[src/rtl/bcd_scan_driver_if.sv]
// Bus between the display controller and bcd_scan_driver: load handshake,
// conversion status and the multiplexed digit outputs.
interface bcd_scan_driver_if #(
  parameter int BIN_W = 14,
  parameter int NDIG  = 4
);
  // load is honoured only while busy==0; once accepted, value is captured and
  // later changes to value or load have no effect until done has pulsed.
  logic [BIN_W-1:0] value;
  logic             load;
  logic             busy;
  logic             done;
  logic             overflow;
  logic [3:0]       digit_code;
  logic [NDIG-1:0]  digit_sel_n;
  logic             disp_en_n;
  logic [1:0]       state_dbg;

  modport master (
    output value, load,
    input  busy, done, overflow, digit_code, digit_sel_n, disp_en_n, state_dbg
  );

  modport slave (
    input  value, load,
    output busy, done, overflow, digit_code, digit_sel_n, disp_en_n, state_dbg
  );
endinterface

[src/rtl/bcd_scan_driver.sv]
// Binary to BCD (serial double-dabble) plus digit scan multiplexer for a 7-seg decoder.
// Optional macro LEAD_ZERO_BLANK_EN: blank leading zero digits above digit 0.
module bcd_scan_driver #(
  parameter int BIN_W    = 14,
  parameter int NDIG     = 4,
  parameter int SCAN_DIV = 50000
) (
  input  logic            clk,
  input  logic            reset_n,
  bcd_scan_driver_if.slave bus
);

  localparam int BCD_W  = 4 * NDIG;
  localparam int CNT_W  = $clog2(BIN_W + 1);
  localparam int SLOT_W = $clog2(SCAN_DIV);
  localparam int IDX_W  = (NDIG > 1) ? $clog2(NDIG) : 1;

  typedef enum logic [1:0] {
    IDLE   = 2'd0,
    SHIFT  = 2'd1,
    COMMIT = 2'd2
  } state_t;

  state_t             state_q;
  logic [BIN_W-1:0]   shift_q;
  logic [BCD_W-1:0]   bcd_q;
  logic               sticky_q;
  logic [CNT_W-1:0]   cnt_q;
  logic               busy_q;
  logic               done_q;
  logic               ovf_q;
  logic [BCD_W-1:0]   digits_q;

  logic [BCD_W-1:0]   adj_bcd;
  logic [BCD_W-1:0]   bcd_nxt;
  logic [BIN_W-1:0]   shift_nxt;
  logic               shift_out;
  logic               sticky_nxt;
  logic [BCD_W-1:0]   commit_digits;
`ifdef LEAD_ZERO_BLANK_EN
  logic               lead;
`endif

  // One double-dabble step: add-3 correction, then shift {bcd,shift} left.
  always_comb begin
    adj_bcd = bcd_q;
    for (int i = 0; i < NDIG; i++) begin
      if (bcd_q[4*i +: 4] >= 4'd5) adj_bcd[4*i +: 4] = bcd_q[4*i +: 4] + 4'd3;
    end
    {shift_out, bcd_nxt, shift_nxt} = {adj_bcd, shift_q, 1'b0};
    sticky_nxt = sticky_q | shift_out;
  end

  always_comb begin
    commit_digits = sticky_nxt ? {NDIG{4'hA}} : bcd_nxt;
`ifdef LEAD_ZERO_BLANK_EN
    lead = 1'b1;
    if (!sticky_nxt) begin
      for (int i = NDIG - 1; i >= 1; i--) begin
        if (lead && bcd_nxt[4*i +: 4] == 4'd0) commit_digits[4*i +: 4] = 4'hF;
        else lead = 1'b0;
      end
    end
`endif
  end

  // The last shift and the commit share one edge so digits and done appear
  // together; the COMMIT state is the visible done cycle.
  always_ff @(posedge clk or negedge reset_n) begin
    if (!reset_n) begin
      state_q  <= IDLE;
      shift_q  <= '0;
      bcd_q    <= '0;
      sticky_q <= 1'b0;
      cnt_q    <= '0;
      busy_q   <= 1'b0;
      done_q   <= 1'b0;
      ovf_q    <= 1'b0;
      digits_q <= {NDIG{4'hF}};
    end else begin
      done_q <= 1'b0;
      case (state_q)
        IDLE, COMMIT: begin
          if (bus.load) begin
            shift_q  <= bus.value;
            bcd_q    <= '0;
            sticky_q <= 1'b0;
            cnt_q    <= '0;
            busy_q   <= 1'b1;
            state_q  <= SHIFT;
          end else begin
            state_q  <= IDLE;
          end
        end
        SHIFT: begin
          shift_q  <= shift_nxt;
          bcd_q    <= bcd_nxt;
          sticky_q <= sticky_nxt;
          cnt_q    <= cnt_q + 1'b1;
          if (cnt_q == CNT_W'(BIN_W - 1)) begin
            busy_q   <= 1'b0;
            done_q   <= 1'b1;
            digits_q <= commit_digits;
            ovf_q    <= sticky_nxt;
            state_q  <= COMMIT;
          end
        end
        default: state_q <= IDLE;
      endcase
    end
  end

  logic [SLOT_W-1:0] slot_q;
  logic [IDX_W-1:0]  idx_q;
  logic [NDIG-1:0]   sel_n_q;
  logic [3:0]        code_q;
  logic              disp_en_n_q;
  logic              slot_wrap;
  logic [SLOT_W-1:0] slot_d;
  logic [IDX_W-1:0]  idx_d;

  always_comb begin
    slot_wrap = (slot_q == SLOT_W'(SCAN_DIV - 1));
    slot_d    = slot_wrap ? '0 : slot_q + 1'b1;
    idx_d     = idx_q;
    if (slot_wrap) idx_d = (idx_q == IDX_W'(NDIG - 1)) ? '0 : idx_q + 1'b1;
  end

  // Select and code are registered from the same index so they move together;
  // the display is blanked for the first cycle of every slot.
  always_ff @(posedge clk or negedge reset_n) begin
    if (!reset_n) begin
      slot_q      <= '0;
      idx_q       <= '0;
      sel_n_q     <= ~NDIG'(1);
      code_q      <= 4'hF;
      disp_en_n_q <= 1'b1;
    end else begin
      slot_q      <= slot_d;
      idx_q       <= idx_d;
      sel_n_q     <= ~(NDIG'(1) << idx_d);
      code_q      <= digits_q[idx_d*4 +: 4];
      disp_en_n_q <= (slot_d == '0);
    end
  end

  assign bus.busy        = busy_q;
  assign bus.done        = done_q;
  assign bus.overflow    = ovf_q;
  assign bus.digit_code  = code_q;
  assign bus.digit_sel_n = sel_n_q;
  assign bus.disp_en_n   = disp_en_n_q;
  assign bus.state_dbg   = state_q;

endmodule
[src/flat_wrapper.sv]
// flat-port wrapper written by rule: the top's interface ports become plain ports
module bcd_scan_driver_flat 
#(
  parameter int BIN_W    = 14,
  parameter int NDIG     = 4,
  parameter int SCAN_DIV = 50000
)
  (clk, reset_n, bus_value, bus_load, bus_busy, bus_done, bus_overflow, bus_digit_code, bus_digit_sel_n, bus_disp_en_n, bus_state_dbg);
  bcd_scan_driver_if #(.BIN_W(BIN_W), .NDIG(NDIG)) bus_i ();
  input  logic clk;
  input  logic reset_n;
  input wire logic [$bits(bus_i.value)-1:0] bus_value;
  input wire logic [$bits(bus_i.load)-1:0] bus_load;
  output wire logic [$bits(bus_i.busy)-1:0] bus_busy;
  output wire logic [$bits(bus_i.done)-1:0] bus_done;
  output wire logic [$bits(bus_i.overflow)-1:0] bus_overflow;
  output wire logic [$bits(bus_i.digit_code)-1:0] bus_digit_code;
  output wire logic [$bits(bus_i.digit_sel_n)-1:0] bus_digit_sel_n;
  output wire logic [$bits(bus_i.disp_en_n)-1:0] bus_disp_en_n;
  output wire logic [$bits(bus_i.state_dbg)-1:0] bus_state_dbg;
  assign bus_i.value = bus_value;
  assign bus_i.load = bus_load;
  assign bus_busy = bus_i.busy;
  assign bus_done = bus_i.done;
  assign bus_overflow = bus_i.overflow;
  assign bus_digit_code = bus_i.digit_code;
  assign bus_digit_sel_n = bus_i.digit_sel_n;
  assign bus_disp_en_n = bus_i.disp_en_n;
  assign bus_state_dbg = bus_i.state_dbg;
  bcd_scan_driver #(.BIN_W(BIN_W), .NDIG(NDIG), .SCAN_DIV(SCAN_DIV)) u_core (.clk(clk), .reset_n(reset_n), .bus(bus_i));
endmodule
[config.mk]
export PLATFORM = sky130hd
export DESIGN_NAME = bcd_scan_driver_flat
export DESIGN_NICKNAME = d
export VERILOG_FILES = /design/src/rtl/bcd_scan_driver_if.sv /design/src/rtl/bcd_scan_driver.sv /design/src/flat_wrapper.sv
export SDC_FILE = /design/constraint.sdc
export NUM_CORES = 1
export LEC_CHECK = 0
export BUFFER_PORTS_ARGS = -buffer_cell sky130_fd_sc_hd__buf_2
export CORE_MARGIN = 5
export CORE_UTILIZATION = 25
export CTS_BUF_LIST = sky130_fd_sc_hd__clkbuf_4
export DETAILED_ROUTE_END_ITERATION = 6
export SETUP_SLACK_MARGIN = 0.05
export SLEW_MARGIN = 20
export SYNTH_ARGS = -nofsm -noshare
export SYNTH_HDL_FRONTEND = slang
export SYNTH_SLANG_ARGS = --single-unit
[constraint.sdc]
create_clock -name clk -period 2.3 [get_ports clk]
set_input_delay 0.46 -clock clk [delete_from_list [all_inputs] [get_ports clk]]
set_output_delay 0.46 -clock clk [all_outputs]
set_load 0.02 [all_outputs]
==> metrics.txt, run 1 <==
Slew Viols, Final=0; Slew Limit Headroom=0.6040; worst reg2reg setup slack=0.24 ns; worst hold start=bus_value[4]; fin nets=435; Reg clk slew, reported paths=0.13 ns; Placer Congestion=0.8139; DRC viols=0; initial core utilization=0.2567; min Tclk post-route=2.059 ns; aggregate routed wire length=8159 µm; Internal Pwr Total=0.002993 W; Non-Filler Instances=622; Pre-antenna DRT Iters=4; FP Rows=45; Comb pwr share=0.349; Layout Skew=0.01787 ns; Power per Cell Area=1059 nW/µm²; ys flop type=dfrtp_1; Fin. Hold Viols=0; clk sinks=83; endpoints failing setup=0; antenna viol nets, final=0; Resize count post-CTS=0; setup TNS=0 ns; R2R Path Start=u_core.slot_q[0]; Core Box Area=15,260 µm²; share of cells above drive strength 1=0.2165; sw power=0.001770 W; flops & latches, synth=83; first-pass GRT wire length=14,340 µm; FF-to-FF path depth=7; library cells used by synthesis=46; Sw Ratio=0.3716; H-tree depth=3; Post-DP HPWL=5930 µm; count of input and output buffers=30; final core occ=0.2947; setup repair bufs after CTS=0; RSZ-0062 raised after global routing=no; EDFF count, synth=0; CTS tree=yes; Hold WC Path Type=in -> reg; Max Cap Viol=0; Seq/Total Area, Yosys=0.5380; Critical Path Start Type=flip-flop; CP max FO=11; routed length per instance=13.12 µm; Hold Path Stages=3; initial antenna violation count=0; largest net degree at the start of global routing=45; Post-Syn Area=3916 µm²; critical path endpoint category=flip-flop; # IOs=31; R2R Path End=u_core.bus.digit_code[1]; Ys Warns=0; crit path kind=reg -> reg; Syn Nets=398; Peak Freq=0.4857 GHz; Synth Instances=369; root buffer cell=clkbuf_4; ANT cells=0; DP Cell Count=605; P&R area growth vs syn=14.82%; Die Y=135.2 µm; Reg power frac=0.477; outcome=finished clean; CTS Buf Count=9; grt ovf=0; VDD IR max=0.4482 mV; Clk Latency, worst-skew pair=0.44 ns; Die Wd=135.2 µm; GRT Overall Usage=0.09660; DR vias/cell=4.582; die area=18,270 µm²; worst-margin pin slew=0.5940 ns; First DRT Iteration DRCs=239; vias in the first global route=3,014; total number of vias=2,850; clock share of power=0.174; Hold Buf Count CTS=1; Worst Hold Path EP=u_core.shift_q[4]; Pleak=2.010 nW; ys async rst share=1.000; syn_area_per_cell=10.61 µm²; period utilization=0.8953; CP Data Required Time=2.66 ns; CTS Buffer Depth=2; WP data arrival=2.42 ns
[area by class of cell]
cell class / count / area (µm²)
Clock inverter: 6 / 56.30
Inverter: 15 / 56.30
Timing Repair Buffer: 41 / 250.2
Multi-Input combinational cell: 256 / 1688
Clock buffer: 10 / 75.07
Tap cell: 211 / 264.0
Fill cell: 1589 / 10760
Sequential cell: 83 / 2107
[layer usage]
layer / wire, µm / vias to the layer above / track usage
met5: 0 / - / 0
met4: 80 / 0 / 0.02632
met3: 439 / 11 / 0.03343
met2: 3768 / 65 / 0.1546
met1: 3871 / 1403 / 0.1247
li1: - / 1371 / -
[critical path, cell delays in order (launching register included)]
cell and delay, ns:
dfrtp_1 0.45, ha_1 0.27, and3_1 0.23, and4_1 0.30
mux2i_1 0.22, buf_4 0.23, mux2i_1 0.20, mux2i_1 0.09
[flip-flops by register name, summed over array words and instances (netlist names)]
register,count
u_core.idx_q,2
u_core.bus.busy,1
u_core.bus.digit_code,4
u_core.sticky_q,1
u_core.bus.disp_en_n,1
u_core.cnt_q,4
u_core.slot_q,16
u_core.shift_q,14
u_core.bus.state_dbg,2
u_core.bus.done,1
u_core.bus.overflow,1
u_core.digits_q,16
u_core.bus.digit_sel_n,4
u_core.bcd_q,16
[stage by stage]
stage	power [W]	hold slack [ns]	area, µm²	worst slack (ns)
final	0.004763	0.2316	4497	0.2409
after global routing	0.005165	0.1921	4497	0.06368
after CTS	0.004829	0.1768	4497	0.2154
after detailed placement	0.003981	0.4656	4355	0.2476
after global placement	0.003877	0.4563	4355	0.3323
after floorplan	0.003425	0.1644	3916	0.3632
[synth_stat cells (all sizes together) (9+ instances only)]
library cell,number,share of area
dfrtp,59,0.38
nand2,62,0.059
ha,12,0.038
clkbuf,10,0.0096
inv,14,0.013
mux2i,16,0.042
dfstp,24,0.16
a21oi,9,0.012
xnor2,14,0.031
o21ai,29,0.037
a22oi,13,0.025
nor3b,10,0.019
nor2,12,0.012
[cell families (layout without fill, tap and decap cells)]
family                   Yosys count  after routing  synth area share
AND/OR/NAND/NOR                  131            131            0.1696
flip-flops                        83             83            0.5380
AO/OA/AOI/OAI                     73             73            0.1243
buffers and inverters             30             72           0.03163
XOR/XNOR                          20             20           0.04473
multiplexers                      20             20           0.05335
adder cells (fa/ha/maj)           12             12           0.03834
[power by group through the flow]
stage	combinational [W]	sequential (W)	clock [W]
floorplan	0.00117	0.00226	0
global placement	0.00159	0.00228	0
detailed placement	0.00168	0.00230	0
CTS	0.00168	0.00227	0.000872
global route	0.00189	0.00234	0.000940
finish	0.00166	0.00227	0.000827
[worst max-delay path by stage]
| stage | startpoint | end | slack, ns | cells past startpoint |
|---|---|---|---|---|
| after floorplan | u_core.slot_q[1] | u_core.bus.digit_code[0] | 0.36 | 7 |
| after global placement | u_core.slot_q[4] | u_core.bus.disp_en_n | 0.33 | 5 |
| after detailed placement | u_core.slot_q[0] | u_core.bus.digit_code[2] | 0.25 | 7 |
| after CTS | u_core.slot_q[1] | u_core.bus.digit_code[1] | 0.22 | 7 |
| after global routing | u_core.slot_q[0] | u_core.bus.digit_code[1] | 0.06 | 7 |
| final | u_core.slot_q[0] | u_core.bus.digit_code[1] | 0.24 | 7 |
[placed cells by master (no fill, tap or decap), types with 5 or more instances in the layout]
cell type and count:
nor3_1 5, ha_1 12, dfstp_2 24, a22oi_1 13, clkbuf_4 10, nand2_1 62
buf_2 29, mux2i_1 15, buf_4 10, nand3_1 8, a22o_1 6, nand2b_1 6
nor3b_1 10, xnor2_1 14, o21ai_0 16, o21ai_1 13, dfrtp_1 59, xor2_1 6
a21oi_1 8, nor2_1 11, inv_1 12
(Power assumes the default switching activity.)
==> inputs of run 2 (changes only) <==
MAX_ROUTING_LAYER = met4   (was default)
==> metrics.txt, run 2 (same netlist as run 1, synthesis figures left out) <==
CP max-delay cell=dfrtp_1; FP Rows=45; vias in the first global route=3,020; Clk Latency, worst-skew pair=0.44 ns; crit path kind=reg -> reg; total chip power=0.004757 W; worst path buffer plus inverter count=1; RSZ-0062 raised after global routing=no; CP top delay family=simple AND/OR/NAND/NOR gates; first-pass GRT wire length=14,350 µm; Placer Congestion=0.8260; Comb pwr share=0.349; Layout Skew=0.01839 ns; Sw Ratio=0.3707; CTS Buf Count=9; DR vias/cell=4.555; most common cell after layout, fill and taps aside=nand2_1; Power per Cell Area=1058 nW/µm²; Fin. Hold Viols=0; clock share of power=0.173; DP Area=4355 µm²; P&R area growth vs syn=14.82%; min Tclk post-route=2.061 ns; Reg power frac=0.478; total number of vias=2,833; worst hold start=bus_value[4]; Peak Freq=0.4851 GHz; R2R Path Start=u_core.slot_q[0]; fin nets=435; grt ovf=0; Most Frequent Cell on Critical Path=mux2i_1; biggest regs=u_core.bcd_q (16), u_core.digits_q (16), u_core.slot_q (16); setup TNS=0 ns; root buffer cell=clkbuf_4; GRT Overall Usage=0.09932; count of input and output buffers=30; DP Worst Slack=0.2476 ns; VDD IR max=0.4479 mV; initial antenna violation count=0; CTS Buffer Depth=2; CP max FO=11; Internal Pwr Total=0.002994 W; # fillers=1,589; share of cells above drive strength 1=0.2165; die area=18,270 µm²; aggregate routed wire length=8161 µm; Pleak=2.010 nW; crit-path max cell delay=0.45 ns; worst-margin pin slew=0.5831 ns; Hold WC Path Type=in -> reg; Max Cap Viol=0; final core occ=0.2947; Core Box Area=15,260 µm²; # IOs=31; Die Wd=135.2 µm; crit path cell chain=ha_1 > and3_1 > and4_1 > mux2i_1 > buf_4 > mux2i_1 > mux2i_1; sw power=0.001764 W; Resize count post-CTS=0; worst reg2reg setup slack=0.24 ns; critical path endpoint category=flip-flop; DRC viols=0; routed length per instance=13.12 µm; Slew Viols, Final=0; H-tree depth=3; CTS tree=yes; First DRT Iteration DRCs=258; Reg area=2107 µm²; CP Data Required Time=2.67 ns; post-route setup slack=0.2386 ns; outcome=finished clean; Die Y=135.2 µm; Reg clk slew, reported paths=0.12 ns; endpoints failing setup=0; most frequent cells in the layout=nand2_1 (62), dfrtp_1 (59), buf_2 (29); initial core utilization=0.2567; Critical Path Source=u_core.slot_q[0]; clk sinks=83; period utilization=0.8963; Post-DP HPWL=5930 µm; largest net degree at the start of global routing=45; multi-input logic area=1688 µm²; ANT cells=0; Final Cell Area=4497 µm²; WP data arrival=2.43 ns; antenna viol nets, final=0; Slew Limit Headroom=0.6112; Pre-antenna DRT Iters=6; Critical Path Start Type=flip-flop
-- run 2: cell counts in the layout (fill, tap and decap cells not counted) --
Identical to the previous run, type by type.
-- run 2: path summary, 6_finish.rpt --
check,end,cells past startpoint
setup / recovery,u_core.bus.digit_code[2],7
max in group asynchronous,u_core.bus.digit_sel_n[2],3
hold / removal,u_core.shift_q[4],3
setup reg to reg,u_core.bus.digit_code[2],7
hold reg to reg,u_core.digits_q[8],2
min in group asynchronous,u_core.shift_q[9],2
-- run 2: tightest hold or removal path: cells and delay by family --
family	cells	cell delay, ns
AOI/OAI and AO/OA	1	0.05
buffers and inverters	1	0.07
and+or+nand+nor	1	0.05
-- run 2: per-layer routing --
metal / global-route usage / vias to the layer above / wire [µm] / share of wire
met5: - / - / 0 / 0
met4: 0.02632 / 0 / 101 / 0.012
met3: 0.03083 / 9 / 365 / 0.045
met2: 0.1551 / 59 / 3794 / 0.46
met1: 0.1256 / 1395 / 3899 / 0.48
li1: - / 1370 / - / -
-- run 2: per-stage QoR --
step	cells	hold slack, ns
floorplan	369	0.1644
global placement	605	0.4563
detailed placement	605	0.4656
CTS	622	0.1768
global route	622	0.1920
finish	622	0.2296
-- run 2: final cells by class --
class | count | area share
multi-input cells | 256 | 0.3753
clock buffers | 10 | 0.01669
flip-flops and latches | 83 | 0.4686
repair buffers | 41 | 0.05565
inverters | 15 | 0.01252
clock inverters | 6 | 0.01252
well taps | 211 | 0.05871
-- run 2: repair_timing --
item,CTS,global route
hold buffers,1,0
endpoints found under the hold margin,37,0
buffers inserted,0,0
endpoints found under the setup margin,0,0
-- run 2: power groups by stage --
stage | logic [W] | clock network [W] | registers [W]
after detailed placement | 0.00168 | 0 | 0.00230
after global placement | 0.00159 | 0 | 0.00228
after global routing | 0.00189 | 0.000939 | 0.00234
after floorplan | 0.00117 | 0 | 0.00226
final | 0.00166 | 0.000825 | 0.00227
after CTS | 0.00168 | 0.000872 | 0.00227
